--- src/rtl/board_input_conditioner.sv ---
// board_input_conditioner
// Synchronizes and debounces the DE2-115 slide switches and pushbuttons.
// It also derives key-press toggles and a 6-bit press counter, and packs
// everything into one registered 32-bit status word for a read-only PIO.
// Word layout: [17:0] switches, [21:18] keys pressed, [25:22] press toggles,
// [31:26] press count.
module board_input_conditioner #(
  parameter int DEBOUNCE_CYCLES = 500000,
  parameter int KEY_ACTIVE_LOW  = 1
) (
  input  logic        clk,
  input  logic        rstn,
  input  logic [17:0] sw,
  input  logic [3:0]  key,
  output logic [31:0] inport_word
);

  localparam int          NBITS    = 22;
  localparam logic [19:0] CNT_MAX  = 20'(DEBOUNCE_CYCLES - 1);
  localparam logic        KEY_REL  = (KEY_ACTIVE_LOW != 0);
  // The synchronizer idles at the electrical "released" level so that a
  // reset never looks like a key press.
  localparam logic [21:0] SYNC_RST = {{4{KEY_REL}}, 18'b0};

  // Number of press events in one cycle (0..4).
  function automatic logic [2:0] count4(input logic [3:0] v);
    count4 = 3'(v[0]) + 3'(v[1]) + 3'(v[2]) + 3'(v[3]);
  endfunction

  logic [21:0] sync1_q, sync2_q;
  logic [21:0] lvl;
  logic [21:0] stab_q, stab_d;
  logic [19:0] cnt_q [NBITS];
  logic [19:0] cnt_d [NBITS];
  logic [3:0]  press;
  logic [3:0]  tog_q, tog_d;
  logic [5:0]  pcnt_q, pcnt_d;
  logic [31:0] word_q, word_d;

  // Two-flop synchronizer on every raw input bit.
  always_ff @(posedge clk or negedge rstn) begin
    if (!rstn) begin
      sync1_q <= SYNC_RST;
      sync2_q <= SYNC_RST;
    end else begin
      sync1_q <= {key, sw};
      sync2_q <= sync1_q;
    end
  end

  // Keys are converted to an active-high "pressed" level before debouncing.
  assign lvl = {(KEY_REL ? ~sync2_q[21:18] : sync2_q[21:18]), sync2_q[17:0]};

  // Per-bit debounce: a new level is accepted only after it has differed
  // from the accepted level for DEBOUNCE_CYCLES consecutive cycles.
  always_comb begin
    stab_d = stab_q;
    for (int i = 0; i < NBITS; i++) begin
      cnt_d[i] = '0;
      if (lvl[i] != stab_q[i]) begin
        if (cnt_q[i] == CNT_MAX) begin
          stab_d[i] = lvl[i];
        end else begin
          cnt_d[i] = cnt_q[i] + 20'd1;
        end
      end
    end
  end

  // Press events are taken from the accepted level's next state. Toggles
  // and the counter then move on the same edge as the accepted key level.
  always_comb begin
    press  = stab_d[21:18] & ~stab_q[21:18];
    tog_d  = tog_q ^ press;
    pcnt_d = pcnt_q + {3'b000, count4(press)};
    word_d = {pcnt_q, tog_q, stab_q[21:18], stab_q[17:0]};
  end

  // Debounce, event and output state registers.
  always_ff @(posedge clk or negedge rstn) begin
    if (!rstn) begin
      stab_q <= '0;
      for (int i = 0; i < NBITS; i++) begin
        cnt_q[i] <= '0;
      end
      tog_q  <= '0;
      pcnt_q <= '0;
      word_q <= '0;
    end else begin
      stab_q <= stab_d;
      for (int i = 0; i < NBITS; i++) begin
        cnt_q[i] <= cnt_d[i];
      end
      tog_q  <= tog_d;
      pcnt_q <= pcnt_d;
      word_q <= word_d;
    end
  end

  assign inport_word = word_q;

endmodule
--- config.mk ---
export PLATFORM = sky130hd
export DESIGN_NAME = board_input_conditioner
export DESIGN_NICKNAME = d
export VERILOG_FILES = /design/src/rtl/board_input_conditioner.sv
export SDC_FILE = /design/constraint.sdc
export NUM_CORES = 1
export LEC_CHECK = 0
export BUFFER_PORTS_ARGS = -buffer_cell sky130_fd_sc_hd__buf_2
export CORE_MARGIN = 2
export CORE_UTILIZATION = 60
export DETAILED_ROUTE_END_ITERATION = 10
export GPL_ROUTABILITY_DRIVEN = 0
export GPL_TIMING_DRIVEN = 1
export PLACE_DENSITY_LB_ADDON = 0.05
export SLEW_MARGIN = 20
export SYNTH_ARGS = -nofsm -noshare
export SYNTH_HDL_FRONTEND = slang
export SYNTH_SLANG_ARGS = --single-unit
--- constraint.sdc ---
create_clock -name clk -period 6.59 [get_ports clk]
set_input_delay 0.3295 -clock clk [delete_from_list [all_inputs] [get_ports clk]]
set_output_delay 0.3295 -clock clk [all_outputs]
set_load 0.005 [all_outputs]
# After elaboration in Yosys (flattened, before gate mapping)

Index checks and enable logic that the tools add are counted.

Equality and inequality tests: 44
Add/subtract/negate cells: 26
Bitwise gates (word level): 4
Reduce and logical (&&, ||, !) cells: 18
Muxes and demuxes: 52

Operator list:

| operator                                                                 | number |
|---|---|
| 20-bit 2-to-1 mux                                                        | 44 |
| 20-bit by 1-bit adder with 20-bit output (second input constant)         | 22 |
| 20-bit by 19-bit equality test with 1-bit output (second input constant) | 22 |
| 2-bit AND reduction                                                      | 18 |
| 1-bit inequality test                                                    | 22 |
| 1-bit 2-to-1 mux                                                         | 8 |
| 4-bit NOT                                                                | 2 |
| 6-bit by 3-bit adder with 6-bit output                                   | 1 |
| 4-bit bitwise AND                                                        | 1 |
| 4-bit XOR                                                                | 1 |
| 2-bit by 1-bit adder with 3-bit output                                   | 1 |
| 3-bit by 1-bit adder with 3-bit output                                   | 1 |
| 1-bit by 1-bit adder with 2-bit output                                   | 1 |

Word-level logic and storage cells: 190
Output and inout port bits: 32
Register bits: 548
Input bits: 24

# Longest topological paths before layout

Depth after elaboration: 8
Depth in mapped cells: 12
Gate-level depth less buffers: 12

# Worst setup path after synthesis

OpenSTA, ideal clock, no wires.

Path type: register to register
Start: register cnt_q[60] (netlist name)
End: register pcnt_q[1]
Path buffers: 0
Stages on the path, launching flop included: 11
Arrival: 2.911 ns
Required time: 6.526 ns
Slack: 3.615 ns
Setup time: 0.064 ns
Period minus slack after synthesis: 2.975 ns
Cell sequence: dfrtp_1 > ha_1 > and3_1 > nand4_1 > or4_1 > fa_1 > inv_1 > fa_1 > inv_1 > fa_1 > inv_1

Longest elaborated chain between the ends: 8

Ends and longest elaborated chain:

| element                                          | RTL line | RTL |
|---|---|---|
| start, declared                                  | 33       | `logic [19:0] cnt_q [NBITS];` |
| start signal, assigned by index                  | 92       | `cnt_q[i] <= cnt_d[i];` |
| 20-bit by 19-bit equality test with 1-bit output | 61       | `if (cnt_q[i] == CNT_MAX) begin` |
| 1-bit 2-to-1 mux                                 | 61       |  |
| 1-bit 2-to-1 mux                                 | 60       | `if (lvl[i] != stab_q[i]) begin` |
| 4-bit bitwise AND                                | 73       | `press = stab_d[21:18] & ~stab_q[21:18];` |
| 1-bit by 1-bit adder with 2-bit output           | 27       | `count4 = 3'(v[0]) + 3'(v[1]) + 3'(v[2]) + 3'(v[3]);` |
| 2-bit by 1-bit adder with 3-bit output           | 27       |  |
| 3-bit by 1-bit adder with 3-bit output           | 27       |  |
| 6-bit by 3-bit adder with 6-bit output           | 75       | `pcnt_d = pcnt_q + {3'b000, count4(press)};` |
| named net pcnt_d[1]                              | 37       | `logic [5:0] pcnt_q, pcnt_d;` |
| end signal, assigned                             | 95       | `pcnt_q <= pcnt_d;` |
| end, declared                                    | 37       |  |

The timed path passes the listed nets, and every way through them passes these cells.
A chain may end at the register's enable or synchronous reset.

# Worst setup path after layout

Start: register cnt_q[40] (netlist name)
End: register pcnt_q[4]

The elaborated chain is that of the path after synthesis.

==> flow_summary.ini <==
[worst_setup_path]
crit_path_start_kind = flop
r2r-end = pcnt_q[4]
crit_type = flop to flop
rr_worst_depth = 12
crit_required_ns = 7.08
worstPathArrival_ns = 3.81
worstSetupEndpointType = flop
worstPathMaxFanout = 8
r2r_slack_ns = 3.28
crit-reg2reg-launch = cnt_q[40]

[logic_synthesis]
yosysWarnings = 0
yosysMostFrequentCell = dfrtp_1
synth-async-reset-ratio_pct = 100
ys_ff_latch = 548
syn_inst = 2528
yosysSeqAreaShare_pct = 54.0
synth.distinct_cells = 42
synth_top_cells_by_count = dfrtp_1, nor2_1, xnor2_1
syn_avg_cell_area_sq_um = 10.1
synth_top_area_cell = dfrtp_1
ys.flop_type = dfrtp_1
synth_nets = 2578
mappedNetlistArea_sq_mm = 0.0254
synth.area.top_cells = dfrtp_1, xnor2_1, nor2_1
synth_edf_count = 0
synth_top_area_share_pct = 53.2

[routing]
ant_nets = 0
detail_route.wl_per_cell_um = 14.7
drtIter0Drc = 1393
via_per_inst = 5.81
totalWireLength_mm = 47.2
num_vias = 18620
drc = 0
dr.pass1.iters = 7

[clock_tree]
clock-sinks = 548
clock_path_buffers = 3
post-cts-setup-buffer-count = 0
cts_buffers = 56
htree_levels = 2
cts_root_buffer = clkbuf_16
path_clk_slew_ns = 0.06
cts_tree = done
insertion_delay_ns = 0.62

[sta]
slew_headroom_pct = 35.1
rsz0062_at_grt = no
fmax_mhz = 302
worst_pin_slew_ns = 0.973
period_minus_slack_ns = 3.31
setup_viol = 0
drv_slew = 0
tns_ns = 0
hold_viol = 0
skew_ns = 0.0236
finalHoldWorstSlack_ns = 0.348
period_share_pct = 50.3

[global_routing]
grt_pass1_wl_mm = 83.8
grt_overflow = 0
antenna_found_initial = 0
grt_pass1_vias = 18237
grt_max_degree = 179
grt_use_total_pct = 22.3

[die]
die_w_um = 210
rows = 75
initial_core_util_pct = 60.7
ios = 56
core-area_sq_mm = 0.0419
dieArea_sq_mm = 0.0440
die_h_um = 210

[finish]
drive_gt1_share_pct = 8.81
insertedDiodeCount = 0
area_growth_pct = 12.4
nets = 2673
fill_cells = 3206

[placement]
hpwl_mm = 30.6
portBuffers = 55

[worst_hold_path]
hold_depth = 0
worstHoldStart = sync1_q[1]
worstHoldEndpoint = sync2_q[1]
hp-class = flop to flop

[power_and_ir_drop]
p_per_area_mw_per_mm2 = 247
p_leak_nw = 11.6
vdd_drop_max_uv = 225

[status]
outcome = finished, final reports clean

[job]
maxCapViolations = 0
-- per-layer routing --
metal / vias to the layer above / wire length, um / part of all wire, % / global-route usage [%]
met5: - / 0 / 0 / 0
met4: 0 / 868 / 1.8 / 6.95
met3: 67 / 1670 / 3.5 / 3.17
met2: 314 / 22400 / 48 / 36.4
met1: 9049 / 22200 / 47 / 31.3
li1: 9190 / - / - / -
-- worst max-delay path: stages, from the launching register on --
cell and delay [ns]:
dfrtp_1 0.41, ha_1 0.22, nand4_1 0.31, nor2_1 0.19
nand4_1 0.19, or3_1 0.40, fa_1 0.52, inv_1 0.05
fa_1 0.41, inv_1 0.09, fa_1 0.21, nor2_1 0.07
xor2_1 0.13
-- report_power, final --
part	internal, W	switching, W
clock	0.00207	0.00131
sequential	0.00341	0.0000458
combinational	0.0000630	0.000143
total	0.00554	0.00150
-- cells in the final DEF, fill, tap and decap left out, drive strengths merged, types with 75 or more instances in the layout --
| cell | instances |
|---|---|
| dfrtp | 540 |
| nor2 | 365 |
| xnor2 | 180 |
| nand3 | 170 |
| nand2 | 146 |
| xor2 | 123 |
| a21oi | 120 |
| nand4 | 117 |
| inv | 83 |
| o21ai | 82 |
| buf | 77 |
| clkbuf | 75 |
-- worst max path at each step --
| stage | depth (start not counted) | startpoint | endpoint |
|---|---|---|---|
| floorplan | 10 | cnt_q[60] | pcnt_q[1] |
| global placement | 11 | cnt_q[40] | pcnt_q[1] |
| detailed placement | 11 | cnt_q[40] | pcnt_q[1] |
| CTS | 11 | cnt_q[40] | pcnt_q[1] |
| global route | 12 | cnt_q[40] | pcnt_q[4] |
| finish | 12 | cnt_q[40] | pcnt_q[4] |
-- kinds of logic after synthesis --
group	synth area share, %
adders and majority gates	1.37
xor gates and xnor gates	10.4
DFF	54.0
muxes	0.955
AOI/OAI and AO/OA	6.06
buffers and inverters	2.18
and+or+nand+nor	25.0
-- registers in the layout, indices dropped and copies added, names as in the netlist --
name         flops
sync2_q         22
sync1_q         22
cnt_q          440
tog_q            4
inport_word     32
pcnt_q           6
stab_q          22
-- cell type report --
class	instances	area, sq um	area share (%)
Inverter	80	300	1.05
Tap cell	539	674	2.36
Clock inverter	28	414	1.45
Sequential cell	548	13700	48.1
Multi-Input combinational cell	1837	11200	39.1
Clock buffer	75	1570	5.51
Timing Repair Buffer	100	706	2.47
-- stage by stage --
| stage | instance area [sq um] | util (%) | std cells | setup WS, ns | power, W |
|---|---|---|---|---|---|
| floorplan | 25400 | - | 2528 | 3.62 | 0.00361 |
| CTS | 28500 | 68.2 | 3207 | 3.27 | 0.00715 |
| finish | 28500 | 68.2 | 3207 | 3.28 | 0.00704 |
| global route | 28500 | 68.2 | 3207 | 3.08 | 0.00732 |
| global placement | 26300 | 62.9 | 3081 | 3.40 | 0.00371 |
| detailed placement | 26300 | 62.9 | 3081 | 3.32 | 0.00372 |
-- timing repair --
item                                   in CTS  in global routing
hold buffers                               23                  0
endpoints found under the hold margin     136                  0
resized for setup                           0                  0
(Power assumes the default switching activity.)
